$ cat src/rtl/imem_loader.sv
// Byte-stream loader: assembles big-endian words into instruction memory, XOR-checksummed; holds CPU until a clean load.
// Latency: word write strobe registered on the 4th-byte edge; in_ready stays high all session (1 byte/cycle).
module imem_loader #(
  parameter logic [31:0] BASE_ADDR = 32'h0000_0000,
  parameter int          MAX_WORDS = 1024
) (
  input  logic        clk,
  input  logic        rst_n,
  input  logic        start,
  input  logic        in_valid,
  input  logic [7:0]  in_data,
  output logic        in_ready,
  output logic        mem_wr_en,
  output logic [31:0] mem_adr,
  output logic [31:0] mem_data,
  output logic        cpu_hold,
  output logic        busy,
  output logic        done,
  output logic        err,
  output logic [15:0] word_cnt
);

  typedef enum logic [2:0] {S_IDLE, S_CNT_HI, S_CNT_LO, S_DATA, S_CSUM} state_t;

  localparam logic [16:0] MAX_W = 17'(MAX_WORDS);

  state_t      state;
  logic [15:0] n_words;
  logic [15:0] word_idx;
  logic [1:0]  byte_idx;
  logic [23:0] shreg;
  logic [7:0]  xor_acc;
  logic        ovf;

  logic accept;
  logic load_bad;
  assign accept   = in_valid && in_ready;
  assign load_bad = (in_data != xor_acc) || ovf;

  always_ff @(posedge clk or negedge rst_n) begin
    if (!rst_n) begin
      state     <= S_IDLE;
      in_ready  <= 1'b0;
      mem_wr_en <= 1'b0;
      mem_adr   <= BASE_ADDR;
      mem_data  <= '0;
      cpu_hold  <= 1'b1;
      busy      <= 1'b0;
      done      <= 1'b0;
      err       <= 1'b0;
      word_cnt  <= '0;
      n_words   <= '0;
      word_idx  <= '0;
      byte_idx  <= '0;
      shreg     <= '0;
      xor_acc   <= '0;
      ovf       <= 1'b0;
    end else begin
      mem_wr_en <= 1'b0;
      case (state)
        S_IDLE: begin
          if (start) begin
            state    <= S_CNT_HI;
            in_ready <= 1'b1;
            busy     <= 1'b1;
            cpu_hold <= 1'b1;
            done     <= 1'b0;
            err      <= 1'b0;
            word_cnt <= '0;
            xor_acc  <= '0;
            word_idx <= '0;
            byte_idx <= '0;
            ovf      <= 1'b0;
          end
        end
        S_CNT_HI: begin
          if (accept) begin
            n_words[15:8] <= in_data;
            xor_acc       <= xor_acc ^ in_data;
            state         <= S_CNT_LO;
          end
        end
        S_CNT_LO: begin
          if (accept) begin
            n_words[7:0] <= in_data;
            xor_acc      <= xor_acc ^ in_data;
            state        <= ({n_words[15:8], in_data} != 16'd0) ? S_DATA : S_CSUM;
          end
        end
        S_DATA: begin
          if (accept) begin
            xor_acc  <= xor_acc ^ in_data;
            byte_idx <= byte_idx + 2'd1;
            if (byte_idx != 2'd3) begin
              shreg <= {shreg[15:0], in_data};
            end else begin
              // Words beyond memory capacity are still consumed so the checksum stays aligned.
              if ({1'b0, word_idx} < MAX_W) begin
                mem_data  <= {shreg, in_data};
                mem_adr   <= BASE_ADDR + {14'd0, word_idx, 2'b00};
                mem_wr_en <= 1'b1;
                word_cnt  <= word_cnt + 16'd1;
              end else begin
                ovf <= 1'b1;
              end
              word_idx <= word_idx + 16'd1;
              if (word_idx == n_words - 16'd1) state <= S_CSUM;
            end
          end
        end
        S_CSUM: begin
          if (accept) begin
            state    <= S_IDLE;
            in_ready <= 1'b0;
            busy     <= 1'b0;
            done     <= 1'b1;
            err      <= load_bad;
            cpu_hold <= load_bad;
          end
        end
        default: state <= S_IDLE;
      endcase
    end
  end

endmodule

$ cat config.mk
export PLATFORM = sky130hd
export DESIGN_NAME = imem_loader
export DESIGN_NICKNAME = d
export VERILOG_FILES = /design/src/rtl/imem_loader.sv
export SDC_FILE = /design/constraint.sdc
export NUM_CORES = 1
export LEC_CHECK = 0
export BUFFER_PORTS_ARGS = -buffer_cell sky130_fd_sc_hd__buf_2
export CAP_MARGIN = 20
export CORE_MARGIN = 1.5
export CORE_UTILIZATION = 30
export CTS_CLUSTER_DIAMETER = 60
export DETAILED_ROUTE_END_ITERATION = 8
export PLACE_DENSITY = 0.56
export SYNTH_ARGS = -nofsm -noshare
export SYNTH_HDL_FRONTEND = slang
export SYNTH_SLANG_ARGS = --single-unit
$ cat constraint.sdc
create_clock -name clk -period 6.25 [get_ports clk]
set_input_delay 0.9375 -clock clk [delete_from_list [all_inputs] [get_ports clk]]
set_output_delay 0.9375 -clock clk [all_outputs]
set_load 0.1 [all_outputs]
# Word level (Yosys, flattened, before mapping)
# Index checks and enable logic that the tools add are counted.
# totals
elab_cells	99
out_inout_bits	86
regBits	139
in_bits	12
# op_classes
addsub	4
reduce_logical	19
bitwise	2
muxes	40
n_lt_le_gt_ge	1
eq_ne	17
# ops
cell	n
16-bit two-way mux	6
16-bit one-hot mux with 2 select lines	2
16-bit by 1-bit adder with 16-bit output (second input constant)	2
3-bit two-way mux	8
2-bit != test (second input constant)	10
16-bit == test	1
16-bit by 11-bit less-than comparator with 1-bit output (second input constant)	1
8-bit two-way mux	2
8-bit one-hot mux with 2 select lines	1
16-bit nonzero test	1
16-bit by 1-bit subtractor with 16-bit output (second input constant)	1
3-bit one-hot mux with 5 select lines	1
1-bit two-way mux	12
3-bit AND reduction	4
1-bit one-hot mux with 2 select lines	5
5-bit AND reduction	2
8-bit != test	1
4-bit AND reduction	2
8-bit XOR	1
7-bit AND reduction	1
3-bit by 2-bit == test with 1-bit output (second input constant)	2
2-bit nonzero test	3
2-bit two-way mux	2
2-bit one-hot mux with 2 select lines	1
10 further kinds	11

# Longest topological paths before layout
# logic_depth
ltp_word	6
ltp_mapped	8

# Least setup slack after synthesis
# Ideal clock, no wire load.
# synth_path
path_type	register to register
from	register busy (netlist name)
to	register word_cnt[10]
arrival_ps	2797
stages_incl_launch_ff	7
setup_slack_ps	3375
period_less_slack_ps	2875
cell_sequence	dfrtp_1 -> nand2_2 -> a311o_1 -> or4_1 -> buf_2 -> or3_1 -> a21oi_1
# synth_rtl
element	line_no	rtl
to (signal assigned)	102	word_cnt <= word_cnt + 16'd1;
to (decl)	20	output logic [15:0] word_cnt

# Worst setup path after layout
# layout_path
from	register state[0]
to	register mem_data[9]
# layout_via
elab_chain_len	2
# layout_lines
element	line_no	rtl
from (decl)	27	state_t state;
from (signal assigned)	87	state <= ({n_words[15:8], in_data} != 16'd0) ? S_DATA : S_CSUM;
3-bit by 2-bit == test with 1-bit output	60	case (state)
4-bit AND reduction (no source line)	-	
to (signal assigned)	99	mem_data <= {shreg, in_data};
to (decl)	15	output logic [31:0] mem_data,
# Every way passes these cells.
# A chain may end at the register's enable or synchronous reset.

==> flow_summary.json <==
{
  "syn-cell-area_um2": 6555,
  "postCtsHoldBufs": 0,
  "area_growth_pct": 19.43,
  "fin_util": 0.3689,
  "mostFrequentLayoutCells": "138 x dfrtp_1, 80 x buf_2, 73 x mux2_2",
  "ant_nets": 0,
  "rsz0062_at_grt": "no",
  "max_slew.worst_pin.slew_ns": 0.9420,
  "dieArea_um2": 22750,
  "crit_type": "flip-flop to flip-flop",
  "first_global_vias": 4366,
  "topRoutingLayerUsed": "met4",
  "crit_path_max_incr_delay_ns": 0.57,
  "synth_cells": 602,
  "synth_cell_types": 53,
  "ff2ff_path_depth": 6,
  "slowest_stage": "dfrtp_1",
  "grt_max_degree": 76,
  "ioPinCount": 98,
  "r2r_slack_ns": 3.57,
  "required_ns": 6.56,
  "vias_per_cell": 4.790,
  "finalHoldViolCount": 0,
  "cts.sinks": 139,
  "met2_length_um": 6647,
  "crit_family": "simple AND/OR/NAND/NOR gates",
  "avgSynthCellArea_um2": 10.89,
  "status": "completed",
  "gp_congestion": 0.7817,
  "multiInputGateArea_um2": 2834,
  "tritoncts": "built",
  "nets": 698,
  "htree_levels": 4,
  "clk_latency_ns": 0.43,
  "finalSetupViolCount": 0,
  "overflow": 0,
  "antenna_cells": 0,
  "fmax_ghz": 0.3736,
  "maxSlewViolCount": 0,
  "ys.warnings.count": 0,
  "peakVddDrop_uv": 173.1,
  "final_common_cell": "dfrtp_1",
  "wl_met1_um": 7002,
  "wire_per_inst_um": 14.94,
  "seq_area_um2": 3480,
  "vias": 4646,
  "yosysSeqAreaShare": 0.5308,
  "clk_pin_slew_worst_paths_ns": 0.07,
  "power_leakage_nw": 3.870,
  "core-area_um2": 21220,
  "max-clock-path-buffers": 2,
  "worst-path-max-fanout": 55,
  "floorplan.initialDensity": 0.3089,
  "max-slew-margin-rel": 0.3668,
  "fin_crit_sh": 0.4282,
  "hpwl_um": 9932,
  "grt_use_total": 0.1348,
  "synthTopCellsByArea": "dfrtp_1 53%, mux2_2 13%, xnor2_1 3.5%",
  "cts_resized": 0,
  "final_layout_size_suffix_gt1_frac": 0.2921,
  "synthArstFlopShare": 1.000,
  "synth_top_area_share": 0.5268,
  "cts-buffers-inserted": 17,
  "finalSetupTns_ns": 0,
  "path_cells": "clkinv_1, nor3_2, and3_1, nand2_2, buf_4, mux2_2",
  "rows": 53,
  "routed_wl_um": 14490,
  "reg2reg_to": "mem_data[9]$_DFFE_PN0P_",
  "cts_setup_buffers": 0,
  "chipHeight_um": 150.8,
  "root_buffer": "clkbuf_16",
  "die_x_um": 150.8,
  "synth_edf_count": 0,
  "first_pass_iters": 4,
  "yosysTopAreaCell": "dfrtp_1",
  "grt_pass1_wl_um": 23530,
  "portBuffers": 81,
  "drt_iter0_drc": 238,
  "wl_met3_um": 701,
  "r2r-start": "state[0]$_DFFE_PN0P_",
  "fin_crit_ns": 2.676,
  "ys_seq_elements": 139,
  "cp_data_arrival_time_ns": 2.99,
  "crit_buf_inv": 2,
  "nFillCells": 2157,
  "cp-end-kind": "flip-flop",
  "drc_errors": 0,
  "antenna_found_initial": 0,
  "drv_cap": 0,
  "fin_skew_ns": 0.01479,
  "p_per_area_nw_per_um2": 261.8,
  "synth_flop_cell": "dfrtp_1",
  "startpoint_type": "flip-flop",
  "hold_class": "primary input to async pin"
}
[worst reg2reg max path, stage by stage (launching register included)]
cell and delay (ns):
dfrtp_1 0.57, clkinv_1 0.33, nor3_2 0.52, and3_1 0.36
nand2_2 0.07, buf_4 0.29, mux2_2 0.43
[cell families (layout without fill, tap and decap cells)]
logic type      after synthesis  count (layout)  synth area share
buf+inv                      61             139           0.04619
simple gates                193             193            0.1516
fa+ha+maj                     4               4          0.007635
flops                       139             139            0.5308
xor+xnor                     40              40           0.05345
other cells                   1              16         0.0005721
mux                          76              76            0.1300
compound gates               88              88           0.07979
[metal layers]
layer,GRT usage,vias up
li1,-,2253
met5,0,-
met1,0.1822,2287
met2,0.2062,92
met4,0.03592,0
met3,0.04518,14
[where the power goes]
part	switching [mW]	internal (mW)
clock network	0.463	0.580
registers	0.00292	0.902
logic	0.0905	0.0110
[metrics by stage]
step / hold slack, ns / setup slack, ns / power (mW) / instance area (um^2) / cells
final: 0.4716 / 3.574 / 2.049 / 7829 / 970
after global routing: 0.4986 / 3.324 / 2.126 / 7829 / 970
after CTS: 0.4834 / 3.496 / 2.078 / 7801 / 969
after detailed placement: 0.4653 / 3.321 / 1.023 / 7182 / 937
after global placement: 0.4606 / 3.330 / 1.022 / 7182 / 937
after floorplan: 0.4633 / 3.375 / 0.9965 / 6611 / 617
[sequential cells by signal (all words and copies together) (netlist names)]
signal / flops
busy: 1
byte_idx: 2
cpu_hold: 1
done: 1
err: 1
mem_adr: 16
mem_data: 32
mem_wr_en: 1
n_words: 16
ovf: 1
shreg: 24
state: 3
word_cnt: 16
word_idx: 16
xor_acc: 8
[area by class of cell]
cell class              count  area share
clock buffers              17     0.05434
clock inverters            15     0.02477
inverters                  20    0.009589
multi-input cells         417      0.3620
flip-flops and latches    139      0.4445
well taps                 275     0.04395
repair buffers             87     0.06089
[synthesized netlist by cell type (6+ instances only)]
library cell and n:
nand2b_1 10, xnor2_1 26, and3_1 6, or3_1 8, nand4_1 12, and2_1 9
inv_1 19, nand2_1 33, a21oi_1 18, o21ai_0 42, nor2_1 55, xor2_1 14
dfrtp_1 138, nor3_1 14, nor4_1 9, clkbuf_1 15, buf_4 18, nand3_1 18
mux2_2 73
[how the worst max path moves through the flow]
stage                    startpoint                  endpoint  depth (start not counted)
3_5_place_dp               in_valid  word_idx[15]$_DFFE_PN0P_                          7
3_3_place_gp               in_valid  word_idx[15]$_DFFE_PN0P_                          7
4_1_cts        state[0]$_DFFE_PN0P_  mem_data[21]$_DFFE_PN0P_                          6
2_1_floorplan      busy$_DFFE_PN0P_  word_cnt[10]$_DFFE_PN0P_                          6
5_1_grt        state[0]$_DFFE_PN0P_   mem_data[9]$_DFFE_PN0P_                          6
6_report       state[0]$_DFFE_PN0P_   mem_data[9]$_DFFE_PN0P_                          6
Power figures use the tool's default switching activity.
